[src/rtl/seven_segment_scanner.sv]
// Time-multiplexed scanner for a common-anode hex display sharing one decoder.
// Display data is double-buffered and only swapped in at a frame boundary.
module seven_segment_scanner #(
  parameter int NUM_DIGITS = 4,
  parameter int DWELL      = 50000,
  parameter int BLANK_CYC  = 16
) (
  input  logic                    clk,
  input  logic                    rst,
  input  logic                    load_valid,
  input  logic [4*NUM_DIGITS-1:0] load_data,
  output logic                    load_ready,
  input  logic                    lz_en,
  output logic [NUM_DIGITS-1:0]   digit_sel,
  output logic [3:0]              nibble,
  output logic                    blank,
  output logic                    frame_done
);

  localparam int DW      = 4 * NUM_DIGITS;
  localparam int CNT_MAX = (DWELL > BLANK_CYC) ? DWELL : BLANK_CYC;
  localparam int CW      = (CNT_MAX > 1) ? $clog2(CNT_MAX) : 1;
  localparam int IW      = (NUM_DIGITS > 1) ? $clog2(NUM_DIGITS) : 1;

  localparam logic [CW-1:0] DWELL_LAST = CW'(DWELL - 1);
  localparam logic [CW-1:0] BLANK_LAST = CW'(BLANK_CYC - 1);
  localparam logic [IW-1:0] IDX_LAST   = IW'(NUM_DIGITS - 1);

  typedef enum logic {
    SHOW  = 1'b0,
    BLANK = 1'b1
  } state_t;

  state_t                r_state, w_state_nx;
  logic [IW-1:0]         r_idx, w_idx_nx;
  logic [CW-1:0]         r_cnt, w_cnt_nx;
  logic                  r_first, w_first_nx;
  logic [DW-1:0]         r_disp, w_disp_nx;
  logic [DW-1:0]         r_pend, w_pend_nx;
  logic                  r_pend_full, w_pend_full_nx;
  logic [NUM_DIGITS-1:0] r_digit_sel, w_digit_sel_nx;
  logic [3:0]            r_nibble, w_nibble_nx;
  logic                  r_blank, w_blank_nx;
  logic                  r_frame_done, w_frame_done_nx;
  logic                  w_boundary;

  // Digit idx is suppressed when it and every more-significant nibble are zero.
  function automatic logic lz_suppress(input logic [DW-1:0] disp,
                                       input logic [IW-1:0] idx,
                                       input logic          en);
    logic upper_zero;
    upper_zero = 1'b1;
    for (int i = 0; i < NUM_DIGITS; i++) begin
      if ((i >= int'(idx)) && (disp[4*i +: 4] != 4'h0)) begin
        upper_zero = 1'b0;
      end else begin
        upper_zero = upper_zero;
      end
    end
    return en && (idx != '0) && upper_zero;
  endfunction

  // Next-state, double-buffer handshake and next output values.
  always_comb begin
    w_state_nx      = r_state;
    w_idx_nx        = r_idx;
    w_cnt_nx        = r_cnt;
    w_first_nx      = r_first;
    w_disp_nx       = r_disp;
    w_pend_nx       = r_pend;
    w_pend_full_nx  = r_pend_full;
    w_digit_sel_nx  = '1;
    w_nibble_nx     = r_nibble;
    w_blank_nx      = 1'b1;
    w_frame_done_nx = 1'b0;

    // The very first BLANK after reset counts as a boundary and keeps idx at 0.
    w_boundary = (r_state == BLANK) && (r_cnt == BLANK_LAST) &&
                 (r_first || (r_idx == IDX_LAST));

    case (r_state)
      SHOW: begin
        if (r_cnt == DWELL_LAST) begin
          w_state_nx = BLANK;
          w_cnt_nx   = '0;
        end else begin
          w_cnt_nx = r_cnt + 1'b1;
        end
      end
      BLANK: begin
        if (r_cnt == BLANK_LAST) begin
          w_state_nx = SHOW;
          w_cnt_nx   = '0;
          w_first_nx = 1'b0;
          w_idx_nx   = w_boundary ? '0 : (r_idx + 1'b1);
        end else begin
          w_cnt_nx = r_cnt + 1'b1;
        end
      end
      default: begin
        w_state_nx = BLANK;
        w_cnt_nx   = '0;
      end
    endcase

    if (w_boundary && r_pend_full) begin
      w_disp_nx      = r_pend;
      w_pend_full_nx = 1'b0;
    end else if (load_valid && !r_pend_full) begin
      w_pend_nx      = load_data;
      w_pend_full_nx = 1'b1;
    end else begin
      w_pend_full_nx = r_pend_full;
    end

    // Outputs are registered from the next state so they line up with it.
    if (w_state_nx == SHOW) begin
      w_digit_sel_nx = ~(NUM_DIGITS'(1) << w_idx_nx);
      w_nibble_nx    = w_disp_nx[4*w_idx_nx +: 4];
      w_blank_nx     = lz_suppress(w_disp_nx, w_idx_nx, lz_en);
    end else begin
      w_digit_sel_nx = '1;
      w_nibble_nx    = r_nibble;
      w_blank_nx     = 1'b1;
    end

    w_frame_done_nx = (w_state_nx == BLANK) && (w_cnt_nx == BLANK_LAST) &&
                      (w_first_nx || (w_idx_nx == IDX_LAST));
  end

  // State, buffers and output registers.
  always_ff @(posedge clk or posedge rst) begin
    if (rst) begin
      r_state      <= BLANK;
      r_idx        <= '0;
      r_cnt        <= '0;
      r_first      <= 1'b1;
      r_disp       <= '0;
      r_pend       <= '0;
      r_pend_full  <= 1'b0;
      r_digit_sel  <= '1;
      r_nibble     <= 4'h0;
      r_blank      <= 1'b1;
      r_frame_done <= 1'b0;
    end else begin
      r_state      <= w_state_nx;
      r_idx        <= w_idx_nx;
      r_cnt        <= w_cnt_nx;
      r_first      <= w_first_nx;
      r_disp       <= w_disp_nx;
      r_pend       <= w_pend_nx;
      r_pend_full  <= w_pend_full_nx;
      r_digit_sel  <= w_digit_sel_nx;
      r_nibble     <= w_nibble_nx;
      r_blank      <= w_blank_nx;
      r_frame_done <= w_frame_done_nx;
    end
  end

  assign load_ready = ~r_pend_full;
  assign digit_sel  = r_digit_sel;
  assign nibble     = r_nibble;
  assign blank      = r_blank;
  assign frame_done = r_frame_done;

endmodule

[config.mk]
export PLATFORM = sky130hd
export DESIGN_NAME = seven_segment_scanner
export DESIGN_NICKNAME = d
export VERILOG_FILES = /design/src/rtl/seven_segment_scanner.sv
export SDC_FILE = /design/constraint.sdc
export NUM_CORES = 1
export LEC_CHECK = 0
export ABC_AREA = 1
export CAP_MARGIN = 30
export CORE_UTILIZATION = 30
export CTS_CLUSTER_SIZE = 28
export DETAILED_ROUTE_END_ITERATION = 8
export GPL_TIMING_DRIVEN = 1
export PLACE_DENSITY = 0.45
export SLEW_MARGIN = 10
export SYNTH_ARGS = -nofsm -noshare
export SYNTH_HDL_FRONTEND = slang
export SYNTH_SLANG_ARGS = --single-unit
[constraint.sdc]
create_clock -name clk -period 4.6 [get_ports clk]
set_input_delay 0.69 -clock clk [delete_from_list [all_inputs] [get_ports clk]]
set_output_delay 0.69 -clock clk [all_outputs]
set_load 0.01 [all_outputs]
==> flow_summary.json <==
{
  "max_slew_margin_pct": 70.9,
  "start_util_pct": 30.9,
  "min_to": "r_disp[14]",
  "vdd_drop_max_v": 0.000131,
  "highest_layer": "met4",
  "cp-start-kind": "flip-flop",
  "power.density_nw_per_um2": 306,
  "synth.distinct_cells": 26,
  "final_hold_viol_count": 0,
  "skew_ps": 9.66,
  "synth_area_per_cell_um2": 7.95,
  "area_delta_synth_final_pct": 22.8,
  "reg2reg_from": "r_cnt[0]",
  "worstHoldStart": "r_disp[14]",
  "drive_above_1_share_pct": 11.2,
  "grt_pass1_wl_um": 11300,
  "worstSetupEndpointType": "flip-flop",
  "dieArea_um2": 10400,
  "rsz0062_at_grt": "false",
  "drv_slew": 0,
  "worst-setup-path-type": "reg2reg",
  "swShare_pct": 23.6,
  "numPortBuffers": 30,
  "seqPwrFrac_pct": 50.9,
  "setup_tns_ps": 0,
  "wl_met3_um": 191,
  "num_vias": 2344,
  "antennaDiodeCount": 0,
  "regToRegEndpoint": "blank",
  "clock_latency_ps": 330,
  "chipWidth_um": 102,
  "grt-ovfl-total": 0,
  "synth_edf_count": 0,
  "avgViaCountPerCell": 4.25,
  "grt_max_degree": 37,
  "ys_async_sr_fraction_pct": 100,
  "hp-class": "reg2reg",
  "run_status": "finished, final reports clean",
  "fin_crit_sh_pct": 48.0,
  "clockPowerShare_pct": 44.5,
  "ys_seq_area_share_pct": 52.7,
  "syn_inst": 378,
  "path_max_fanout": 32,
  "drt-met1-wl_um": 3600,
  "cts-resized-gates": 0,
  "post-route-cell-area_um2": 3690,
  "cts_tree": "yes",
  "cellLeakagePower_nw": 1.84,
  "wl_met2_um": 2840,
  "place.gp.congestion": 0.822,
  "setup_viol": 0,
  "hpwl_um": 4930,
  "synth_nets": 400,
  "p_sw_mw": 0.267,
  "reg2reg_depth": 10,
  "wl_um": 6720,
  "htree_levels": 3,
  "post-cts-setup-buffers": 0,
  "reg2reg_slack_ps": 2390,
  "antenna_found_initial": 0,
  "postRouteAntennaNets": 0,
  "grt_pass1_vias": 2291,
  "synthFlopType": "dfrtp_1",
  "intPower_mw": 0.862,
  "pre_cts_slack_ps": 2250,
  "period_needed_ps": 2210,
  "die_h_um": 102,
  "placed_area_um2": 3460,
  "clock-sinks": 63,
  "drtIter0Drc": 118,
  "hold_depth": 2,
  "remaining_drc_errors": 0,
  "tightest_slew_ps": 436,
  "yosys_register_bits": 63,
  "p_comb_share_pct": 4.6,
  "dp_cells": 535,
  "cts_made_buffers": 9,
  "nFillCells": 1063,
  "syn-cell-area_um2": 3010,
  "arrival_ps": 2470,
  "ios": 31,
  "dr.pass1.iters": 4,
  "fin_total_pwr_mw": 1.13,
  "clkTransAtPathRegs_ps": 80,
  "ys_warn_count": 0,
  "fmaxAchievable_mhz": 453,
  "core.rowCount": 36,
  "finalWorstSetupSlack_ps": 2390,
  "grt_use_total_pct": 14.5,
  "cts-hold-fix-buffers": 0,
  "root_buffer": "clkbuf_8",
  "wire_per_inst_um": 12.2,
  "clockBufferDepth": 2,
  "nets": 436,
  "required_ps": 4860,
  "fin_cells": 552,
  "coreArea_um2": 9730,
  "max_cap_viol_count": 0
}
## Yosys cell counts, types with 2 or more instances
cell / instances / area [um^2]
a21oi_1: 17 / 85.1
buf_2: 4 / 20.0
clkbuf_1: 3 / 11.3
dfrtp_1: 56 / 1400
dfstp_2: 7 / 184
ha_1: 2 / 25.0
inv_1: 52 / 195
inv_2: 8 / 30.0
nand2_1: 87 / 327
nand2_2: 2 / 12.5
nand3_1: 26 / 130
nand4_1: 4 / 25.0
nor2_1: 69 / 259
nor2_4: 2 / 22.5
nor3_1: 3 / 15.0
o21ai_0: 5 / 25.0
o21ai_1: 11 / 55.1
o21ai_2: 5 / 43.8
xor2_1: 8 / 70.1
## kinds of logic (layout without fill, tap and decap cells)
family / count (synthesis) / in the layout / synth area share, %
and+or+nand+nor: 198 / 198 / 27.9
buffers and inverters: 68 / 109 / 8.91
DFF: 63 / 63 / 52.7
AOI/OAI and AO/OA: 38 / 38 / 6.95
xor gates and xnor gates: 8 / 8 / 2.33
adders and majority gates: 2 / 2 / 0.832
muxes: 1 / 1 / 0.375
## worst max-delay path, stage by stage (launching register included)
cell,delay (ps)
dfrtp_1,400
ha_1,280
nand3_2,140
nor2_4,230
nand3_4,340
nand2_1,180
o21ai_2,80
or2_0,210
nor2_1,110
nand3_1,90
nand2_1,60
## power by group through the flow
stage,combinational (mW),clock (mW),sequential (mW)
after floorplan,0.0256,0,0.584
after global placement,0.0513,0,0.585
after detailed placement,0.0538,0,0.585
after CTS,0.0540,0.517,0.574
after global routing,0.0604,0.541,0.576
final,0.0516,0.503,0.574
## worst max path at each step
stage / startpoint / to / slack, ps
detailed placement: load_valid / r_pend[4] / 2250
floorplan: rst / frame_done / 2350
global placement: load_valid / r_pend[4] / 2260
global route: r_cnt[0] / blank / 2110
CTS: r_cnt[0] / blank / 2380
finish: r_cnt[0] / blank / 2390
## per-stage QoR
stage                     utilization, %  hold WS (ps)
after CTS                           37.7           489
after global routing                38.0           498
after detailed placement            35.5           473
after floorplan                        -           439
final                               38.0           487
after global placement              35.3           468
## metal layers
| metal | vias up | track usage [%] |
|---|---|---|
| met5 | - | 0 |
| met4 | 0 | 5.93 |
| met3 | 8 | 3.15 |
| met2 | 39 | 21.1 |
| met1 | 1067 | 20.7 |
| li1 | 1230 | - |
## layout by cell type (no fill, tap or decap)
cell type and instances:
a21oi_1 17, buf_12 1, buf_16 1, buf_4 1, bufinv_16 1, clkbuf_8 10
clkdlybuf4s50_1 30, clkinv_2 1, clkinv_4 2, clkinvlp_4 1, dfrtp_1 56, dfstp_2 7
ha_1 2, inv_1 51, inv_2 9, inv_6 1, mux2_2 1, nand2_1 87
nand2_2 2, nand3_1 26, nand3_2 1, nand3_4 1, nand3b_1 1, nand4_1 4
nor2_1 69, nor2_4 2, nor2b_1 1, nor3_1 3, o21ai_0 5, o21ai_1 11
o21ai_2 5, or2_0 1, xor2_1 8
## layout make-up
cell class / instances / area [um^2] / area share [%]
multi-input combinational: 247 / 1150 / 31.2
clock buffer: 10 / 138 / 3.73
inverter: 60 / 225 / 6.10
sequential: 63 / 1590 / 42.9
tap: 133 / 166 / 4.51
timing repair buffer: 33 / 355 / 9.62
clock inverter: 6 / 68.8 / 1.86
## sequential cells by signal, summed over array words and instances (netlist names)
| name | count |
|---|---|
| r_state | 1 |
| r_disp | 16 |
| blank | 1 |
| r_first | 1 |
| digit_sel | 4 |
| r_pend_full | 1 |
| r_cnt | 16 |
| nibble | 4 |
| frame_done | 1 |
| r_pend | 16 |
| r_idx | 2 |
Power figures use the tool's default switching activity.
